[config.mk]
export PLATFORM = sky130hd
export DESIGN_NAME = sync_rw_memory_flat
export DESIGN_NICKNAME = d
export VERILOG_FILES = /design/src/rtl/sync_rw_memory_if.sv /design/src/rtl/sync_rw_memory.sv /design/src/flat_wrapper.sv
export SDC_FILE = /design/constraint.sdc
export NUM_CORES = 1
export LEC_CHECK = 0
export ABC_AREA = 0
export BUFFER_PORTS_ARGS = -buffer_cell sky130_fd_sc_hd__clkbuf_2
export CAP_MARGIN = 20
export CORE_ASPECT_RATIO = 0.5
export CORE_UTILIZATION = 35
export DETAILED_ROUTE_END_ITERATION = 6
export MAX_ROUTING_LAYER = met4
export RECOVER_POWER = 50
export SYNTH_ARGS = -nofsm -noshare
export SYNTH_HDL_FRONTEND = slang
export SYNTH_SLANG_ARGS = --single-unit
[constraint.sdc]
create_clock -name clk -period 1.9 [get_ports clk]
set_input_delay 0.38 -clock clk [delete_from_list [all_inputs] [get_ports clk]]
set_output_delay 0.38 -clock clk [all_outputs]
set_load 0.01 [all_outputs]
[src/rtl/sync_rw_memory_if.sv]
// Bus interface for sync_rw_memory: address, read/write requests, write data,
// and the registered read data / read-valid / conflict-error responses.
interface sync_rw_memory_if #(
  parameter int unsigned ADDR_WIDTH = 2,
  parameter int unsigned DATA_WIDTH = 8
);

  logic [ADDR_WIDTH-1:0] addr;
  logic                  wr_en;
  logic                  rd_en;
  logic [DATA_WIDTH-1:0] wdata;
  logic [DATA_WIDTH-1:0] rdata;
  logic                  rvalid;
  logic                  err;

  // Requester side (bench or upstream logic).
  modport master (
    output addr,
    output wr_en,
    output rd_en,
    output wdata,
    input  rdata,
    input  rvalid,
    input  err
  );

  // Memory side.
  modport slave (
    input  addr,
    input  wr_en,
    input  rd_en,
    input  wdata,
    output rdata,
    output rvalid,
    output err
  );

endinterface

[src/rtl/sync_rw_memory.sv]
// Single-port synchronous RAM with registered read data, one-cycle read-valid
// strobe and a one-cycle error flag for simultaneous read/write requests.
// A conflicting request performs neither operation.
// Optional: define MEM_RESET_CLEAR_EN to zero every array word during reset;
// otherwise the array is plain RAM whose contents survive reset.
module sync_rw_memory #(
  parameter int unsigned ADDR_WIDTH = 2,
  parameter int unsigned DATA_WIDTH = 8
) (
  input logic               clk,
  input logic               reset,
  sync_rw_memory_if.slave   bus
);

  localparam int unsigned Depth = 2 ** ADDR_WIDTH;

  logic [DATA_WIDTH-1:0] mem_q [Depth];

  logic [DATA_WIDTH-1:0] rdata_d, rdata_q;
  logic                  rvalid_d, rvalid_q;
  logic                  err_d, err_q;
  logic                  mem_we;

  // Decode the request: write, read, conflict or idle. Reset drops any request.
  always_comb begin
    rdata_d  = rdata_q;
    rvalid_d = 1'b0;
    err_d    = 1'b0;
    mem_we   = 1'b0;
    if (bus.wr_en && bus.rd_en) begin
      err_d = 1'b1;
    end else if (bus.wr_en) begin
      mem_we = reset;
    end else if (bus.rd_en) begin
      rdata_d  = mem_q[bus.addr];
      rvalid_d = 1'b1;
    end
  end

  // Output registers with synchronous active-low reset.
  always_ff @(posedge clk) begin
    if (!reset) begin
      rdata_q  <= '0;
      rvalid_q <= 1'b0;
      err_q    <= 1'b0;
    end else begin
      rdata_q  <= rdata_d;
      rvalid_q <= rvalid_d;
      err_q    <= err_d;
    end
  end

`ifdef MEM_RESET_CLEAR_EN
  // Storage array, cleared to zero while reset is asserted.
  always_ff @(posedge clk) begin
    if (!reset) begin
      for (int unsigned i = 0; i < Depth; i++) begin
        mem_q[i] <= '0;
      end
    end else if (mem_we) begin
      mem_q[bus.addr] <= bus.wdata;
    end
  end
`else
  // Storage array without reset so it can map onto plain RAM.
  always_ff @(posedge clk) begin
    if (mem_we) begin
      mem_q[bus.addr] <= bus.wdata;
    end
  end
`endif

  assign bus.rdata  = rdata_q;
  assign bus.rvalid = rvalid_q;
  assign bus.err    = err_q;

endmodule

[src/flat_wrapper.sv]
// flat-port wrapper written by rule: the top's interface ports become plain ports
module sync_rw_memory_flat 
#(
  parameter int unsigned ADDR_WIDTH = 2,
  parameter int unsigned DATA_WIDTH = 8
)
  (clk, reset, bus_addr, bus_wr_en, bus_rd_en, bus_wdata, bus_rdata, bus_rvalid, bus_err);
  sync_rw_memory_if #(.ADDR_WIDTH(ADDR_WIDTH), .DATA_WIDTH(DATA_WIDTH)) bus_i ();
  input logic clk;
  input logic reset;
  input wire logic [$bits(bus_i.addr)-1:0] bus_addr;
  input wire logic [$bits(bus_i.wr_en)-1:0] bus_wr_en;
  input wire logic [$bits(bus_i.rd_en)-1:0] bus_rd_en;
  input wire logic [$bits(bus_i.wdata)-1:0] bus_wdata;
  output wire logic [$bits(bus_i.rdata)-1:0] bus_rdata;
  output wire logic [$bits(bus_i.rvalid)-1:0] bus_rvalid;
  output wire logic [$bits(bus_i.err)-1:0] bus_err;
  assign bus_i.addr = bus_addr;
  assign bus_i.wr_en = bus_wr_en;
  assign bus_i.rd_en = bus_rd_en;
  assign bus_i.wdata = bus_wdata;
  assign bus_rdata = bus_i.rdata;
  assign bus_rvalid = bus_i.rvalid;
  assign bus_err = bus_i.err;
  sync_rw_memory #(.ADDR_WIDTH(ADDR_WIDTH), .DATA_WIDTH(DATA_WIDTH)) u_core (.clk(clk), .reset(reset), .bus(bus_i));
endmodule
==> results of run 1 <==
## worst paths after layout
kind	from	to	slack [ns]	depth (start not counted)
min	bus_wdata[5]	u_core.mem_q[2][5]	0.34	1
max	reset	u_core.mem_q[3][5]	0.28	3
min reg2reg	u_core.bus.rdata[1]	u_core.bus.rdata[1]	0.45	2
max reg2reg	u_core.mem_q[0][5]	u_core.bus.rdata[5]	0.91	3
## cells by family (layout without fill, tap and decap cells)
family	count (synthesis)	count (layout)	share of synthesized area
buf+inv	7	36	0.0242
flops	42	42	0.702
mux	16	16	0.127
compound gates	8	8	0.0583
simple gates	28	28	0.0878
## sequential cells by signal, summed over array words and instances (netlist names)
register / flops
u_core.bus.err: 1
u_core.bus.rdata: 8
u_core.bus.rvalid: 1
u_core.mem_q: 32
## cell usage in the layout, fill, tap and decap left out, types with 2 or more instances in the layout
cell      count
nand3_1       7
nand2_1      11
clkbuf_1     18
clkbuf_8      5
dfxtp_1      10
buf_4         3
nor2_1        3
and3_1        2
a22oi_2       7
mux2_2        7
mux2_4        8
edfxtp_1     32
clkbuf_2      6
## routing by layer
| layer | track usage | vias to the layer above |
|---|---|---|
| met2 | 0.199 | 19 |
| met3 | 0.0404 | 3 |
| met1 | 0.147 | 426 |
| met4 | 0.0588 | 0 |
| li1 | - | 433 |
| met5 | - | - |
## power by group through the flow
stage	Sequential (uW)	Clock, uW	Combinational (uW)
floorplan	1040	0	62.4
global placement	1040	0	111
detailed placement	1040	0	113
CTS	1020	707	113
global route	1020	742	119
finish	1020	696	107
## area by class of cell
| cell class | instances | area share |
|---|---|---|
| clock inverters | 2 | 0.0194 |
| clock buffers | 6 | 0.0375 |
| repair buffers | 27 | 0.0705 |
| multi-input cells | 52 | 0.234 |
| well taps | 57 | 0.0369 |
| flip-flops and latches | 42 | 0.600 |
| inverters | 1 | 0.00194 |
## metrics by stage
stage | cells | utilization | worst slack, ns | area, um^2
final | 187 | 0.433 | 0.284 | 1930
after global routing | 187 | 0.433 | 0.232 | 1930
after CTS | 187 | 0.438 | 0.517 | 1960
after detailed placement | 179 | 0.413 | 0.201 | 1850
after global placement | 179 | 0.413 | 0.284 | 1850
after floorplan | 101 | - | 0.207 | 1650
==> results.md, run 1 <==
* Outcome: complete, no violations
* CP max-delay cell: and3_1
* Switching share of total power at 0.203
* Pwr/cell area at 942 mW/mm^2
* Drt drc at 0
* Worst-Skew Late Latency at 0.29 ns
* RSZ-0062 raised after global routing: no
* Design Power at 1820 uW
* Max Cap Viol at 0
* Max incr delay on CP at 0.49 ns
* Register area at 0.00116 mm^2
* Tcrit/Tclk final at 0.851
* Slew HR at 0.670
* Syn Area/Cell at 16.4 um^2
* Top-count cell post-synth: edfxtp_1
* Die width at 99.2 um
* Post-Route WL at 2710 um
* Area growth syn-to-layout at 17.0%
* Clock buffer depth at 2
* Leakage at 0.000708 uW
* Crit-path leading delay family: simple AND/OR/NAND/NOR gates
* CTS tree: yes
* Clk pwr share at 0.382
* Syn Nets at 115
* Yosys Warn Count at 0
* Antenna violations before repair at 0
* Ant. Diodes at 0
* Most frequent cells after synthesis: 32 x edfxtp_1, 11 x nand2_1, 10 x dfxtp_1
* Worst vdd ir at 292 uV
* Power Internal at 1450 uW
* Core area at 0.00447 mm^2
* Wire length on met2 at 1250 um
* Worst-Margin Slew at 0.495 ns
* Wire per inst at 14.5 um
* Hold_buf cts at 0
* Sw Pwr at 371 uW
* Clock sink count at 42
* Crit. End Element: flip-flop
* GRT Residual Overflow at 0
* DRT Pass-1 Iters at 4
* Uppermost routed layer: met4
* IO Pins at 24
* Die area at 0.00502 mm^2
* ANT nets after route at 0
* Clk_skew at 0.00241 ns
* Share of layout cells above drive strength 1 at 0.300
* Crit path arrival time at 1.55 ns
* Worst path required time at 1.84 ns
* Vias in the first global route at 887
* Post-CTS Resized at 0
* Fin nets at 143
* EDFF count, synth at 32
* Clock Tree Root: clkbuf_8
* Max H-tree Level at 2
* Crit-path max FO at 13
* Via density at 4.71
* Synthesized cell area at 0.00165 mm^2
* Final setup violation count at 0
* DRT met1 WL at 1330 um
* Row cnt at 17
* Syn Inst Count at 101
* Synth area leaders: edfxtp_1 58%, dfxtp_1 12%, mux2_4 7.3%, a22oi_2 5.3%, mux2_2 4.8%
* Filler Cells Inserted at 422
* Starting Density at 0.370
* Synth cell types at 21
* CP Cell Sequence: clkbuf_1, and3b_1, and3_1
* Setup TNS at 0 ns
* Most area-hungry cell type in the Yosys netlist: edfxtp_1
* IO buf count at 23
* Final Wtd Congestion at 0.664
* First-pass GRT wire length at 4350 um
* Final Critical Period at 1.62 ns
* Fin. Hold Viols at 0
* Fmax at 619 MHz
* Reg clk slew, reported paths at 0.08 ns
* Setup Fix Bufs, Post-CTS at 0
* HP Class: in2reg
* Combinational share of power at 0.059
* Ys async rst share at 0
* Area occupied by multi-input gates at 452 um^2
* CTS Buf Count at 5
* Slew Limit Fails at 0
* Sequential fraction of the synthesis area at 0.702
* Iter 0 DRT Violations at 30
* CP bufs+invs at 1
* Total track usage at 0.125
* Die height at 50.6 um
* FF+latch count, synth at 42
* Largest net degree at the start of global routing at 14
* Post-DP HPWL at 1800 um
* Vias at 881
* Part of the power in registers at 0.559
* Critical Path Start Type: input pin
* Worst Hold Slack at 0.336 ns
* WL met3 at 111 um
* Commonest register cell after synthesis: edfxtp_1
* Top cell type's share of synthesized area at 0.581
* Setup Crit Path Kind: in2reg
Note: power is estimated with default switching activity, not from simulation.
==> run 2: changes to the inputs <==
Settings changed: CORE_UTILIZATION 35 to 55, PLACE_DENSITY_LB_ADDON from default to 0.1.
==> results.md, run 2 (synthesis gave the netlist of run 1 again) <==
* WHS Path Cells at 1
* Fin. Hold Viols at 0
* Reg clk slew, reported paths at 0.08 ns
* Max Cap Viol at 0
* Commonest non-fill, non-tap cell in the layout: edfxtp_1
* HP Class: in2reg
* GRT Residual Overflow at 0
* DRT Pass-1 Iters at 4
* Crit path arrival time at 1.58 ns
* Setup Crit Path Kind: in2reg
* Slew HR at 0.652
* Setup Fix Bufs, Post-CTS at 0
* Max H-tree Level at 2
* IO buf count at 23
* Final Wtd Congestion at 0.681
* R2R Setup Slk at 0.89 ns
* Final core occ at 0.724
* Antenna violations before repair at 0
* Final setup violation count at 0
* Setup TNS at 0 ns
* Post-Route WL at 2680 um
* Slew Limit Fails at 0
* First-pass GRT wire length at 4190 um
* Clk pwr share at 0.430
* Cells on worst reg2reg path at 3
* Outcome: complete, no violations
* Clock Tree Root: clkbuf_8
* RSZ-0062 raised after global routing: no
* Worst Hold Slack at 0.342 ns
* Leakage at 0.000747 uW
* Die height at 40.8 um
* Die area at 0.00324 mm^2
* Hold path start: bus_wdata[7]
* Core area at 0.00272 mm^2
* Area growth syn-to-layout at 18.9%
* Fmax at 635 MHz
* Worst Hold Path EP: u_core.mem_q[2][7]
* Crit. Startpoint: reset
* Drt drc at 0
* Fin nets at 146
* Vias in the first global route at 861
* Clock sink count at 42
* Final Critical Period at 1.57 ns
* Wire per inst at 15.7 um
* Die width at 79.5 um
* CP max-delay cell: clkbuf_1
* Largest net degree at the start of global routing at 14
* CTS Buf Count at 5
* Part of the power in registers at 0.514
* Crit-path leading delay family: buffers and inverters
* Critical R2R Capture: u_core.bus.rdata[1]
* Worst path required time at 1.91 ns
* Clk_skew at 0.00430 ns
* Sw Pwr at 359 uW
* Post-CTS Resized at 0
* Critical Path Start Type: input pin
* CP bufs+invs at 2
* ANT nets after route at 0
* Crit. End Element: flip-flop
* Finished Layout Cells at 170
* Clock buffer depth at 2
* Crit-path max FO at 13
* Worst vdd ir at 668 uV
* Filler Cells Inserted at 180
* Hold_buf cts at 0
* Row cnt at 13
* Largest Register: u_core.mem_q
* Pwr/cell area at 1010 mW/mm^2
* Post-DP HPWL at 1940 um
* Tcrit/Tclk final at 0.829
* Design Power at 1980 uW
* R2r startpoint: u_core.mem_q[0][1]
* Share of layout cells above drive strength 1 at 0.331
* CP Cell Sequence: clkbuf_1, and3b_1, nor3b_1, buf_4
* Power Internal at 1620 uW
* Worst-Skew Late Latency at 0.29 ns
* Worst-Margin Slew at 0.521 ns
* Vias at 895
* Combinational share of power at 0.056
* CTS tree: yes
* Placed insts at 162
* Starting Density at 0.608
* Max incr delay on CP at 0.40 ns
* Ant. Diodes at 0
* Via density at 5.26
* Iter 0 DRT Violations at 52
* Switching share of total power at 0.181
* Most frequent cells in the layout: 32 x edfxtp_1, 16 x clkbuf_1, 11 x nand2_1, 10 x dfxtp_1, 8 x mux2_4
* Total track usage at 0.207
* Number of flip-flops under the largest register name at 32
* IO Pins at 24
run 2: cell types whose count changed in the layout (fill, tap and decap cells not counted):
cell / before / now
buf_4: 3 / 6
clkbuf_8: 5 / 6
bufinv_16: 1 / 2
clkbuf_1: 18 / 16
clkinvlp_4: 1 / 0
clkbuf_2: 6 / 7
run 2: worst max-delay path by stage:
stage	to	cells after the start
finish	u_core.mem_q[0][4]	4
global route	u_core.mem_q[0][4]	4
CTS	u_core.mem_q[0][4]	4
detailed placement	u_core.mem_q[0][0]	4
global placement	u_core.mem_q[0][2]	4
floorplan	u_core.mem_q[0][0]	2
run 2: worst reg2reg max path: stages (launching register included):
cell and delay (ns):
edfxtp_1 0.37, mux2_4 0.28, a22oi_2 0.19, nand2_1 0.06
run 2: area by class of cell:
cell class	instances	area [um^2]	area share
clock buffers	6	82.6	0.0420
clock inverters	2	60.1	0.0306
repair buffers	30	160	0.0815
flip-flops and latches	42	1160	0.591
multi-input cells	52	452	0.230
well taps	37	46.3	0.0236
inverters	1	3.75	0.00191
run 2: power groups by stage:
stage	combinational, uW	sequential (uW)	clock, uW
global placement	114	1040	0
finish	111	1020	851
CTS	116	1020	869
floorplan	62.4	1040	0
global route	121	1020	910
detailed placement	115	1040	0
run 2: routing by layer:
metal | vias to the layer above | routed length (um) | GRT usage
met2 | 30 | 1130 | 0.306
met5 | - | 0 | -
li1 | 439 | - | -
met4 | 0 | 36 | 0.0955
met1 | 421 | 1330 | 0.256
met3 | 5 | 181 | 0.0800
run 2: metrics by stage:
step           worst slack, ns  cell area [um^2]
6_report                 0.325              1970
5_1_grt                  0.281              1970
4_1_cts                  0.551              1990
3_5_place_dp             0.247              1840
3_3_place_gp             0.274              1840
2_1_floorplan            0.207              1650
==> run 3: changes to the inputs <==
Settings changed: ABC_AREA 0 to 1.
Clock period 1.9 ns to 1.64 ns, I/O delays scaled along.
==> results.md, run 3 <==
* Setup TNS at 0 ns
* CTS tree: yes
* Crit-path max FO at 11
* Pwr/cell area at 1160 mW/mm^2
* Drt drc at 0
* Crit-path leading delay family: simple AND/OR/NAND/NOR gates
* Largest Register: u_core.mem_q
* Worst Hold Slack at 0.292 ns
* Iter 0 DRT Violations at 86
* Most frequent cells after synthesis: 33 x nand3_1, 32 x edfxtp_1, 17 x nand2_1, 17 x nor2_1, 10 x dfxtp_1
* Hold_buf cts at 0
* Commonest register cell after synthesis: edfxtp_1
* Fin nets at 177
* Cell mode on critical path: nor2_1
* Worst vdd ir at 729 uV
* Antenna violations before repair at 0
* Final Critical Period at 1.28 ns
* Fmax at 779 MHz
* Sequential fraction of the synthesis area at 0.718
* Vias in the first global route at 941
* Die width at 78.7 um
* Die height at 40.3 um
* Via density at 5.57
* DRT Pass-1 Iters at 4
* Clock Tree Root: clkbuf_8
* Placement-stage cell area at 0.00176 mm^2
* Outcome: complete, no violations
* Post-Route WL at 3240 um
* Max Cap Viol at 0
* FF+latch count, synth at 42
* WHS Path Cells at 2
* Syn Area/Cell at 12.2 um^2
* Commonest non-fill, non-tap cell in the layout: nand3_1
* IO buf count at 23
* Worst path required time at 1.87 ns
* Crit path arrival time at 1.52 ns
* Filler Cells Inserted at 217
* Core area at 0.00268 mm^2
* Slew HR at 0.672
* Most frequent cells in the layout: 33 x nand3_1, 32 x edfxtp_1, 18 x nor2_1, 17 x nand2_1, 14 x clkbuf_1
* ANT nets after route at 0
* Share of layout cells above drive strength 1 at 0.159
* Clock buffer depth at 2
* IO Pins at 24
* Worst-Margin Slew at 0.490 ns
* Setup Fix Bufs, Post-CTS at 0
* Largest net degree at the start of global routing at 17
* Wire per inst at 16.1 um
* Setup Crit Path Kind: in2reg
* Tcrit/Tclk final at 0.783
* EDFF count, synth at 32
* Top-count cell post-synth: nand3_1
* GRT Residual Overflow at 0
* Ys async rst share at 0
* CTS Buf Count at 5
* Top cell type's share of synthesized area at 0.594
* Yosys Warn Count at 0
* Area occupied by multi-input gates at 375 um^2
* CP Cell Sequence: clkbuf_1, buf_4, nor2_1, nand2_1, nand3_1, nor2_1, nor2_1
* Area growth syn-to-layout at 14.5%
* Number of flip-flops under the largest register name at 32
* Crit path depth at 7
* Slew Limit Fails at 0
* Max H-tree Level at 2
* Syn Inst Count at 133
* Synth area leaders: edfxtp_1 59%, dfxtp_1 12%, nand3_1 10%, nand2_1 3.9%, nor2_1 3.9%
* Clk_skew at 0.00349 ns
* Syn Nets at 147
* Design Area, Final at 0.00185 mm^2
* Clock sink count at 42
* Critical Path Start Type: input pin
* Finished Layout Cells at 201
* R2R Setup Slk at 0.79 ns
* Cells on worst reg2reg path at 4
* CP bufs+invs at 2
* Synth cell types at 17
* Max incr delay on CP at 0.39 ns
* HP Class: in2reg
* Die area at 0.00317 mm^2
* CP max-delay cell: nor2_1
* Reg clk slew, reported paths at 0.08 ns
* Post-CTS Resized at 0
* Crit. End Element: flip-flop
* Ant. Diodes at 0
* Total track usage at 0.244
* Row cnt at 13
* Most area-hungry cell type in the Yosys netlist: edfxtp_1
* Fin. Hold Viols at 0
* Final Wtd Congestion at 0.910
* First-pass GRT wire length at 4870 um
* Final setup violation count at 0
* RSZ-0062 raised after global routing: no
* Synthesized cell area at 0.00162 mm^2
* Placed insts at 193
* Worst-Skew Late Latency at 0.29 ns
* Register area at 0.00116 mm^2
* Starting Density at 0.602
* Leakage at 0.000672 uW
* Final core occ at 0.690
* Post-DP HPWL at 2360 um
* Vias at 1119
## run 3: cell types whose count changed after synthesis, sizes merged, moves of 2 or more
cell	delta
a22oi	-7
nand3	+26
mux2	-16
and3	-2
o21ai	+8
nor2	+16
nor3	+4
nand2	+6
## run 3: path summary, 6_finish.rpt
check / endpoint / from
worst max register to register: u_core.bus.rdata[3] / u_core.mem_q[3][3]
worst min-delay path: u_core.bus.rvalid / bus_wr_en
worst max-delay path: u_core.bus.rdata[0] / bus_addr[1]
worst min register to register: u_core.bus.rdata[1] / u_core.bus.rdata[1]
## run 3: power by group
| group | internal (uW) | switching (uW) |
|---|---|---|
| sequential | 1170 | 10.6 |
| clock | 456 | 361 |
| combinational | 46.1 | 96.2 |
## run 3: area by class of cell
cell class,count,area share
Inverter,3,0.00676
Sequential cell,42,0.627
Tap cell,37,0.0250
Clock buffer,5,0.0372
Timing Repair Buffer,29,0.0771
Multi-Input combinational cell,82,0.203
Clock inverter,3,0.0237
## run 3: cell families after synthesis
group	count (synthesis)	share of synthesized area
AO/OA/AOI/OAI	8	0.0248
flip-flops	42	0.718
AND/OR/NAND/NOR	74	0.209
buffers and inverters	9	0.0480
## run 3: per-stage QoR
stage	total power [uW]	setup WS (ns)
after floorplan	1300	0.0315
after global placement	1350	0.234
after detailed placement	1350	0.195
after CTS	2160	0.500
after global routing	2220	0.275
final	2140	0.356
## run 3: metal layers
metal  wire length [um]  track usage
met3                351       0.0841
met5                  0            -
met1               1550        0.340
met2               1340        0.324
met4                 10       0.0972
